## config.mk

```make
export PLATFORM = sky130hd
export DESIGN_NAME = stopwatch_core
export DESIGN_NICKNAME = d
export VERILOG_FILES = /design/src/rtl/stopwatch_core.sv
export SDC_FILE = /design/constraint.sdc
export NUM_CORES = 1
export LEC_CHECK = 0
export CAP_MARGIN = 20
export CORE_UTILIZATION = 53
export CTS_CLUSTER_DIAMETER = 120
export CTS_CLUSTER_SIZE = 28
export DETAILED_ROUTE_END_ITERATION = 8
export PLACE_DENSITY = 0.77
export SLEW_MARGIN = 20
export SYNTH_ARGS = -nofsm -noshare
export SYNTH_HDL_FRONTEND = slang
export SYNTH_SLANG_ARGS = --single-unit
```

## constraint.sdc

```tcl
create_clock -name clk -period 2.2 [get_ports clk]
set_input_delay 0.44 -clock clk [delete_from_list [all_inputs] [get_ports clk]]
set_output_delay 0.44 -clock clk [all_outputs]
set_load 0.1 [all_outputs]
```

## src/rtl/stopwatch_core.sv

```systemverilog
// MM:SS stopwatch core: 1 Hz counting in RUN, pause toggle on button edges,
// and a 2 Hz adjust mode that steps minutes or seconds with a blinking field.
module stopwatch_core #(
    parameter int TICK_DIV = 100000000,
    parameter int ADJ_DIV  = 50000000
) (
    input  logic       clk,
    input  logic       btnR,
    input  logic       pause_in,
    input  logic       adj,
    input  logic       sel,
    output logic [3:0] min_tens,
    output logic [3:0] min_ones,
    output logic [3:0] sec_tens,
    output logic [3:0] sec_ones,
    output logic       paused,
    output logic       blank_min,
    output logic       blank_sec
);

    localparam int D1W = (TICK_DIV > 1) ? $clog2(TICK_DIV) : 1;
    localparam int D2W = (ADJ_DIV > 1) ? $clog2(ADJ_DIV) : 1;
    localparam logic [D1W-1:0] DIV1_LAST = D1W'(TICK_DIV - 1);
    localparam logic [D2W-1:0] DIV2_LAST = D2W'(ADJ_DIV - 1);
    localparam logic [D1W-1:0] DIV1_ONE  = D1W'(1);
    localparam logic [D2W-1:0] DIV2_ONE  = D2W'(1);

    typedef enum logic {
        ST_RUN    = 1'b0,
        ST_PAUSED = 1'b1
    } state_t;

    state_t         state_reg;
    logic           pause_prev_reg;
    logic           adj_prev_reg;
    logic [D1W-1:0] div1_reg;
    logic [D2W-1:0] div2_reg;
    logic           phase_reg;
    logic           blank_min_reg;
    logic           blank_sec_reg;
    logic [3:0]     min_tens_reg;
    logic [3:0]     min_ones_reg;
    logic [3:0]     sec_tens_reg;
    logic [3:0]     sec_ones_reg;

    logic           pause_edge;
    logic           adj_fall;
    logic           count_en;
    logic           tick1;
    logic           tick2;
    logic           sec_step;
    logic           min_step;
    logic           phase_next;
    logic [3:0]     min_tens_next;
    logic [3:0]     min_ones_next;
    logic [3:0]     sec_tens_next;
    logic [3:0]     sec_ones_next;

    assign pause_edge = pause_in & ~pause_prev_reg;
    assign adj_fall   = adj_prev_reg & ~adj;
    assign count_en   = (state_reg == ST_RUN) & ~adj;
    // The adjust-exit cycle restarts div1 instead of ticking, so the first
    // post-adjust second is always a full period.
    assign tick1      = count_en & ~adj_fall & (div1_reg == DIV1_LAST);
    assign tick2      = adj & (div2_reg == DIV2_LAST);
    assign phase_next = adj & (phase_reg ^ tick2);

    // In adjust mode each field wraps on its own; only counting carries seconds into minutes.
    assign sec_step = tick1 | (tick2 & sel);
    assign min_step = tick1 ? ((sec_ones_reg == 4'd9) & (sec_tens_reg == 4'd5))
                            : (tick2 & ~sel);

    always_comb begin
        sec_ones_next = sec_ones_reg;
        sec_tens_next = sec_tens_reg;
        min_ones_next = min_ones_reg;
        min_tens_next = min_tens_reg;
        if (sec_step) begin
            if (sec_ones_reg == 4'd9) begin
                sec_ones_next = 4'd0;
                sec_tens_next = (sec_tens_reg == 4'd5) ? 4'd0 : sec_tens_reg + 4'd1;
            end else begin
                sec_ones_next = sec_ones_reg + 4'd1;
            end
        end
        if (min_step) begin
            if (min_ones_reg == 4'd9) begin
                min_ones_next = 4'd0;
                min_tens_next = (min_tens_reg == 4'd5) ? 4'd0 : min_tens_reg + 4'd1;
            end else begin
                min_ones_next = min_ones_reg + 4'd1;
            end
        end
    end

    always_ff @(posedge clk) begin
        if (btnR) begin
            state_reg      <= ST_RUN;
            pause_prev_reg <= 1'b0;
            adj_prev_reg   <= 1'b0;
            div1_reg       <= '0;
            div2_reg       <= '0;
            phase_reg      <= 1'b0;
            blank_min_reg  <= 1'b0;
            blank_sec_reg  <= 1'b0;
            min_tens_reg   <= 4'd0;
            min_ones_reg   <= 4'd0;
            sec_tens_reg   <= 4'd0;
            sec_ones_reg   <= 4'd0;
        end else begin
            pause_prev_reg <= pause_in;
            adj_prev_reg   <= adj;
            if (pause_edge) begin
                state_reg <= (state_reg == ST_RUN) ? ST_PAUSED : ST_RUN;
            end

            if (adj_fall) begin
                div1_reg <= '0;
            end else if (count_en) begin
                div1_reg <= tick1 ? '0 : div1_reg + DIV1_ONE;
            end

            if (!adj || tick2) begin
                div2_reg <= '0;
            end else begin
                div2_reg <= div2_reg + DIV2_ONE;
            end

            phase_reg     <= phase_next;
            blank_min_reg <= adj & ~sel & phase_next;
            blank_sec_reg <= adj & sel & phase_next;

            min_tens_reg <= min_tens_next;
            min_ones_reg <= min_ones_next;
            sec_tens_reg <= sec_tens_next;
            sec_ones_reg <= sec_ones_next;
        end
    end

    assign min_tens  = min_tens_reg;
    assign min_ones  = min_ones_reg;
    assign sec_tens  = sec_tens_reg;
    assign sec_ones  = sec_ones_reg;
    assign paused    = (state_reg == ST_PAUSED);
    assign blank_min = blank_min_reg;
    assign blank_sec = blank_sec_reg;

endmodule
```

==> impl_results.md, run 1 <==
- Status: complete, no violations
- Worst path arrival time: about 2.4 ns
- Root buf cell: clkbuf_8
- Tcrit/Tclk final: 0.980
- # hold bufs at CTS: 0
- H-tree level count: 3
- CP startpoint kind: primary input
- Mapped Area: about 0.0035 mm^2
- Placed Area: between 0.003 and 0.004 mm^2
- RSZ-0062 raised after global routing: true
- Layout fillers: around 540
- Synth top cells by count: 75 x dfxtp_1, 72 x nor2_1, 28 x xor2_1
- HPWL Detailed: 4700 um
- Synth Warn #: 0
- Yosys cell types: just under 50
- Nets@finish: roughly 440
- Asr flop ratio synth: 0
- Final ANT Viol Nets: 0
- Clock slew at reported path FFs: ~0.08 ns
- Sequential share of the synthesized area: 0.433
- Max_cap viols: 0
- Final hold violations: 0
- Synth Instances: around 400
- Post-cts gate resize count: 0
- Hold crit path type: register to register
- Top-area cell type share of the netlist area: 0.433
- Post-Syn Nets: around 400
- Residual DRC: 0
- Tmin final: about 2.2 ns
- Area of the core: between 0.006 and 0.007 mm^2
- Die span in x: 82.9 um
- Crit path kind: primary input to register
- GRT Total Usage: 0.209
- Headroom to the max-slew limit: 0.614
- Max Fclk: between 0.4 and 0.5 GHz
- RD Place Congestion: around 0.75
- Post-Layout Cell Count: 514
- Max clock buf depth: 2
- Antenna Cells: 0
- Top FF cell, synth: dfxtp_1
- Die height: 82.9 um
- Post-synthesis average cell area: 8.89 um^2
- CTS tree: done
- Final worst setup slack: roughly 0.045 ns
- Largest cells by area after synthesis: dfxtp_1 43%, nor2_1 7.8%, xor2_1 7.1%, xnor2_1 5.6%, nand3_1 3.0%
- Slew Limit Fails: 0
- Largest fanout on the critical path: 7
- DR vias/cell: 5.44
- Global-route wire length before repair: ~12000 um
- Worst Max-Slew Pin Slew: between 0.5 and 0.6 ns
- Leakage: between 0.0015 and 0.002 uW
- Core Rows: 29
- Most numerous cell in the Yosys netlist: dfxtp_1
- Area growth syn-to-layout: 19.4%
- Worst-Skew Late Latency: approximately 0.34 ns
- Final setup violating endpoints: 0
- Post-route setup TNS: 0 ns
- Share of cells above drive strength 1: 0.185
- Design Area, Final: 0.00414 mm^2
- Largest net degree at the start of global routing: 28
- Full die area: about 0.0069 mm^2
- Sink Count: 75
- Total placed cells including tap cells: roughly 500
- Initial antenna violation count: 0
- EDFF count, synth: 0
- Grt ovf: 0
- DR WL/cell: 13.2 um
- Dpl ws: -0.328 ns
- WL final: approximately 7000 um
- Number of global-route vias before repair: between 2000 and 3000
- Skew final: between 0.006 and 0.007 ns
- Setup bufs post-CTS: 0
- Largest register FFs: 27
- Initial Utilization: 0.549
- Cell taking the most area after synthesis: dfxtp_1
- Peak VDD IR: about 0.00042 V
- DR iter-0 viols: ~110
- Pwr Density: between 600 and 700 mW/mm^2
- 1st-pass router iterations: 4
- Top-Level Pins: 24
- FF+latch count, synth: between 70 and 80
- IO buf count: 23
- CP Capture Type: register
- R2R Setup Slk: 0.10 ns
- CTS buffer count: 9
- Crit path required time: about 2.4 ns
- DR vias: about 2800
[routing by layer]
metal / global-route usage / wire (um) / vias up
li1: - / - / 1423
met1: 0.255 / 3260 / 1326
met5: 0 / 0 / -
met2: 0.350 / 3230 / 36
met4: 0.108 / 120 / 0
met3: 0.0388 / 187 / 11
[worst max-delay path: stages]
cell,delay [ns]
clkdlybuf4s50_1,0.45
and4bb_2,0.35
nand4_2,0.12
nor4_4,0.14
buf_4,0.18
a32oi_4,0.15
nor3_1,0.22
mux2_1,0.34
[path summary, 6_finish.rpt]
path,endpoint,startpoint,cells after the start
worst max-delay path,min_tens[3],adj,8
worst min-delay path,div2_reg[0],div2_reg[0],1
worst max register to register,min_tens[3],div1_reg[0],8
worst min register to register,div2_reg[0],div2_reg[0],1
[stage by stage]
step	utilization	hold slack, ns	power, uW
2_1_floorplan	-	0.413	1470
3_3_place_gp	0.615	0.424	1500
3_5_place_dp	0.615	0.435	1500
4_1_cts	0.654	0.446	2780
5_1_grt	0.655	0.459	2850
6_report	0.655	0.443	2760
[power by group]
| group | total [uW] | switching [uW] | internal, uW |
|---|---|---|---|
| clock network | 1290 | 506 | 787 |
| registers | 1370 | 10.8 | 1360 |
| logic | 97.7 | 60.7 | 37.1 |
[logic make-up after synthesis]
family                     count (synthesis)  share of synthesized area
DFF                                       75                      0.433
AOI/OAI and AO/OA                         31                     0.0704
adders and majority gates                  2                    0.00722
buffers and inverters                     26                     0.0347
and+or+nand+nor                          198                      0.303
muxes                                      8                     0.0256
xor gates and xnor gates                  50                      0.126
[final cells by class]
| type | count | area [um^2] | area share |
|---|---|---|---|
| multi-input combinational | 289 | 1850 | 0.448 |
| sequential | 75 | 1520 | 0.368 |
| timing repair buffer | 46 | 380 | 0.0920 |
| clock buffer | 12 | 145 | 0.0351 |
| clock inverter | 4 | 96.3 | 0.0233 |
| tap | 77 | 96.3 | 0.0233 |
| inverter | 11 | 41.3 | 0.00998 |
[layout by cell type (no fill, tap or decap), drive strengths merged, types with 2 or more instances in the layout]
cell / n
or3: 3
nor2b: 9
nor3b: 3
and4bb: 2
and4: 6
dfxtp: 75
mux2i: 4
nand3b: 3
mux2: 4
xor2: 28
xnor2: 22
a311oi: 2
nand3: 21
nand2b: 7
nor3: 7
nand2: 24
nor4bb: 3
nor4: 3
nand4: 14
o21ai: 7
a31o: 2
and3: 15
and3b: 2
nor2: 72
buf: 42
a211oi: 2
clkdlybuf4s50: 4
ha: 2
a21oi: 9
inv: 12
bufinv: 3
a31oi: 2
clkbuf: 12
Power figures use the tool's default switching activity.
==> run 2: changes to the inputs <==
- CORE_ASPECT_RATIO: default -> 1.4
- REMOVE_ABC_BUFFERS: default -> 1
==> run 2 against run 1 <==
Compared with the run above: sequential share of layout area fell by 0.53 points; non-clock buffer count rose by 6; highest routed layer unchanged; die area about the same; clock power shrank 8%; worst hold slack improved by 0.0023 ns; core utilization up 0.71 points; power is 3.4% lower; cell count increased by 0.19%; largest power group unchanged; first-iteration DRC count fell by 0.88%.
==> impl_results.md, run 2 (same netlist as run 1, synthesis figures left out) <==
- Pwr Density: 645 mW/mm^2
- Leakage: approximately 0.0016 uW
- CP bufs+invs: 2
- Tmin final: 2.11 ns
- Initial Utilization: 0.554
- Largest net degree at the start of global routing: 28
- Max Fclk: 0.475 GHz
- H-tree level count: 3
- FF-to-FF Start: div2_reg[11]
- Worst path arrival time: between 2 and 2.5 ns
- Post-Layout Cell Count: around 520
- Dpl ws: -0.313 ns
- Full die area: approximately 0.007 mm^2
- Reg-to-reg endpoint: min_tens[3]
- Slew Limit Fails: 0
- Min-Delay Startpoint: div2_reg[0]
- Hold Path Cell Cnt: 1
- Final worst setup slack: 0.0935 ns
- Grt ovf: 0
- Root buf cell: clkbuf_8
- Commonest non-fill, non-tap cell in the layout: dfxtp_1
- Final Power: about 2700 uW
- Crit path required time: 2.44 ns
- Worst-path cell chain: clkdlybuf4s50_1 > and4bb_2 > nand4_2 > nor4_4 > buf_4 > a32oi_4 > nor3_2 > mux2_1
- RD Place Congestion: 0.783
- Area of the core: about 0.0063 mm^2
- Largest register FFs: 27
- Most frequent cells in the layout: 74 x dfxtp_1, 72 x nor2_1, 46 x buf_4
- Hold crit path type: register to register
- Final ANT Viol Nets: 0
- HPWL Detailed: approximately 4900 um
- Top-Level Pins: 24
- Number of global-route vias before repair: roughly 2800
- Residual DRC: 0
- Post-route setup TNS: 0 ns
- Largest fanout on the critical path: 6
- Share of cells above drive strength 1: 0.183
- CP Depth: 8
- Crit path kind: primary input to register
- Worst-Skew Late Latency: roughly 0.35 ns
- Antenna Cells: 0
- Worst reg2reg path depth: 6
- Core Util, Final: 0.662
- Nets@finish: ~450
- Slowest cell on crit path: clkdlybuf4s50_1
- Final hold violations: 0
- Slowest stage delay, CP: roughly 0.42 ns
- Area growth syn-to-layout: 19.5%
- WL final: 6810 um
- CP Capture Type: register
- CP startpoint kind: primary input
- Peak VDD IR: 0.000454 V
- Core Rows: 34
- Setup bufs post-CTS: 0
- Max clock buf depth: 2
- Headroom to the max-slew limit: 0.656
- Final setup violating endpoints: 0
- Total placed cells including tap cells: ~500
- Status: complete, no violations
- Initial antenna violation count: 0
- R2R Setup Slk: approximately 0.12 ns
- DR iter-0 viols: approximately 110
- Endpoint, Worst Hold: div2_reg[0]
- Sink Count: 75
- Crit path max-delay family: simple AND/OR/NAND/NOR gates
- CTS tree: done
- Die height: around 98 um
- Global-route wire length before repair: ~12000 um
- Max_cap viols: 0
- Worst Max-Slew Pin Slew: a little over 0.5 ns
- DR vias/cell: 5.44
- Die span in x: between 70 and 80 um
- Skew final: between 0.006 and 0.007 ns
- DR vias: 2804
- Tcrit/Tclk final: 0.958
- IO buf count: 23
- CTS buffer count: 9
- DR WL/cell: around 13 um
- GRT Total Usage: 0.210
- 1st-pass router iterations: 4
- Clock slew at reported path FFs: about 0.080 ns
==> run 2: worst max-delay path by stage <==
| stage | startpoint | endpoint | slack (ns) |
|---|---|---|---|
| 3_3_place_gp | adj | min_tens[3] | -0.26 |
| 5_1_grt | adj | min_tens[3] | -0.007 |
| 4_1_cts | div1_reg[1] | min_tens[3] | 0.04 |
| 6_report | adj | min_tens[3] | 0.09 |
| 3_5_place_dp | adj | min_tens[3] | -0.31 |
| 2_1_floorplan | sec_ones[3] | min_tens[3] | -0.62 |
==> run 2: report_power, final <==
part | switching, uW | internal [uW] | leakage [uW]
Sequential | 6.76 | 1370 | 0.000606
Combinational | 64.5 | 43.9 | 0.000883
Clock | 490 | 699 | 0.000113
Total | 561 | 2110 | 0.00160
==> run 2: repair_timing <==
action,CTS,global route
pin swaps,0,0
cloned,0,0
resized for setup,1,4
endpoints found under the setup margin,2,6
hold buffers,0,0
==> run 2: layout make-up <==
cell class                 count  area [um^2]
clock inverter                 4         72.6
multi-input combinational    289         1850
tap                           72         90.1
sequential                    75         1500
clock buffer                  12          155
timing repair buffer          52          425
fill                         513         2110
inverter                      11         41.3
==> run 2: layer usage <==
layer | vias up | wire length (um) | global-route usage
met4 | 0 | 204 | 0.109
met3 | 20 | 144 | 0.0301
li1 | 1435 | - | -
met2 | 34 | 3580 | 0.391
met1 | 1315 | 2880 | 0.223
met5 | - | 0 | 0
==> run 2: metrics by stage <==
step,instance area [um^2],hold WS (ns)
2_1_floorplan,3390,0.413
3_3_place_gp,3900,0.423
3_5_place_dp,3900,0.432
4_1_cts,4130,0.447
5_1_grt,4140,0.467
6_report,4140,0.445
==> run 3: changes to the inputs <==
- CORE_MARGIN: default -> 3
==> run 3 against run 2 <==
Compared with the run above: register-to-register slack is essentially flat; non-clock buffer count shrank 2; clock skew grew 0.0046 ns; cell count shrank 0.39%; global-route usage shrank 1.5 points; die area grew 10%; sequential share of layout area grew 0.12 points; flip-flop and latch count is the same; worst hold slack lost 0.0068 ns; sequential power is essentially flat; largest cell class unchanged.
==> impl_results.md, run 3 (same netlist as run 1, synthesis figures left out) <==
- Status: complete, no violations
- Skew final: 0.0110 ns
- Crit path kind: primary input to register
- Worst Max-Slew Pin Slew: between 0.5 and 0.6 ns
- 1st-pass router iterations: 4
- Initial antenna violation count: 0
- Commonest non-fill, non-tap cell in the layout: dfxtp_1
- Final worst setup slack: just under 0.07 ns
- Die span in x: about 74 um
- Slew Limit Fails: 0
- Largest net degree at the start of global routing: 28
- Switching fraction of total power: 0.213
- Area of the core: ~0.0063 mm^2
- Worst path arrival time: between 2 and 2.5 ns
- Max clock buf depth: 2
- # hold bufs at CTS: 0
- Max_cap viols: 0
- Share of cells above drive strength 1: 0.181
- CTS buffer count: 9
- Leakage: 0.00159 uW
- Sink Count: 75
- Antenna Cells: 0
- Largest register FFs: 27
- Crit path required time: 2.44 ns
- Clock slew at reported path FFs: 0.08 ns
- Pwr Density: 648 mW/mm^2
- Die height: between 100 and 150 um
- Hold crit path type: register to register
- Placed Area: a little under 0.004 mm^2
- Number of global-route vias before repair: approximately 2700
- Worst-Skew Late Latency: 0.35 ns
- Max Fclk: around 0.47 GHz
- Tcrit/Tclk final: 0.969
- Switch Pwr: around 570 uW
- Clock power share: 0.448
- Full die area: 0.00756 mm^2
- Top-Level Pins: 24
- DR WL/cell: roughly 13 um
- Design Area, Final: around 0.0041 mm^2
- Reg area: approximately 0.0015 mm^2
- Grt ovf: 0
- Initial Utilization: 0.550
- Layout fillers: 518
- Tmin final: roughly 2.1 ns
- CP Capture Type: register
- H-tree level count: 3
- GRT Total Usage: 0.196
- Area of the multi-input gates: around 0.0019 mm^2
- Final hold violations: 0
- Largest fanout on the critical path: 6
- Residual DRC: 0
- DR vias: roughly 2900
- Area growth syn-to-layout: 19.2%
- Most frequent cells in the layout: 73 x dfxtp_1, 72 x nor2_1, 43 x buf_4
- Internal: ~2100 uW
- RD Place Congestion: about 0.76
- Global-route wire length before repair: 11500 um
- Seq pwr share: 0.513
- Final ANT Viol Nets: 0
- DR iter-0 viols: 100
- Root buf cell: clkbuf_8
- HPWL Detailed: slightly below 5000 um
- Dpl ws: -0.419 ns
- Headroom to the max-slew limit: 0.633
- Peak VDD IR: about 0.00063 V
- Nets@finish: roughly 440
- CP startpoint kind: primary input
- IO buf count: 23
- R2R Setup Slk: between 0.1 and 0.15 ns
- CTS tree: done
- DR vias/cell: approximately 5.6
- Final setup violating endpoints: 0
- Logic gate share of total power: 0.039
- WL final: 6880 um
- Core Rows: 34
[run 3: cell count changes in the layout (fill, tap and decap cells not counted)]
cell,before,now
buf_4,46,43
and3_2,1,0
and3_4,0,1
clkbuf_2,0,1
dfxtp_1,74,73
dfxtp_2,1,2
ha_1,1,2
ha_2,1,0
nor3_1,6,5
nor3_2,1,2
[run 3: critical path: stages]
cell and delay, ns:
clkdlybuf4s50_1 0.44, and4bb_2 0.34, nand4_2 0.13, nor4_4 0.14
buf_4 0.19, a32oi_4 0.14, nor3_2 0.20, mux2_1 0.33
[run 3: layer usage]
metal	GRT usage	vias up	wire length, um
met5	0	-	0
met4	0.0890	0	176
met3	0.0506	16	210
met2	0.333	48	3540
met1	0.227	1358	2960
li1	-	1433	-
[run 3: power groups by stage]
stage	Sequential [uW]	Clock, uW	Combinational, uW
after floorplan	1420	0	36.1
after detailed placement	1410	0	104
final	1370	1200	103
after global routing	1380	1270	112
after CTS	1370	1220	105
after global placement	1400	0	102
[run 3: repair_timing]
item,4_1_cts,5_1_grt
setup buffers,0,3
pin swaps,1,3
cloned,0,0
gates resized for setup,2,5
endpoints found under the setup margin,1,12
[run 3: layout make-up]
type	count	area share
multi-input cells	289	0.450
flip-flops and latches	75	0.364
repair buffers	50	0.0987
clock buffers	12	0.0376
well taps	72	0.0218
clock inverters	4	0.0176
inverters	11	0.00999
[run 3: final timing paths]
check / startpoint / end / cells after the start
worst max-delay path: adj / min_tens[3] / 8
worst min-delay path: div2_reg[0] / div2_reg[0] / 1
worst max register to register: div1_reg[0] / min_tens[3] / 8
worst min register to register: div2_reg[0] / div2_reg[0] / 1
[run 3: stage by stage]
stage,cells,util,total power (uW),hold WS [ns],TNS (ns)
after floorplan,375,-,1460,0.413,-9.87
final,513,0.656,2680,0.438,0
after global routing,513,0.656,2760,0.476,-0.00444
after detailed placement,494,0.614,1510,0.433,-4.82
after global placement,494,0.614,1510,0.423,-1.87
after CTS,510,0.651,2690,0.445,0
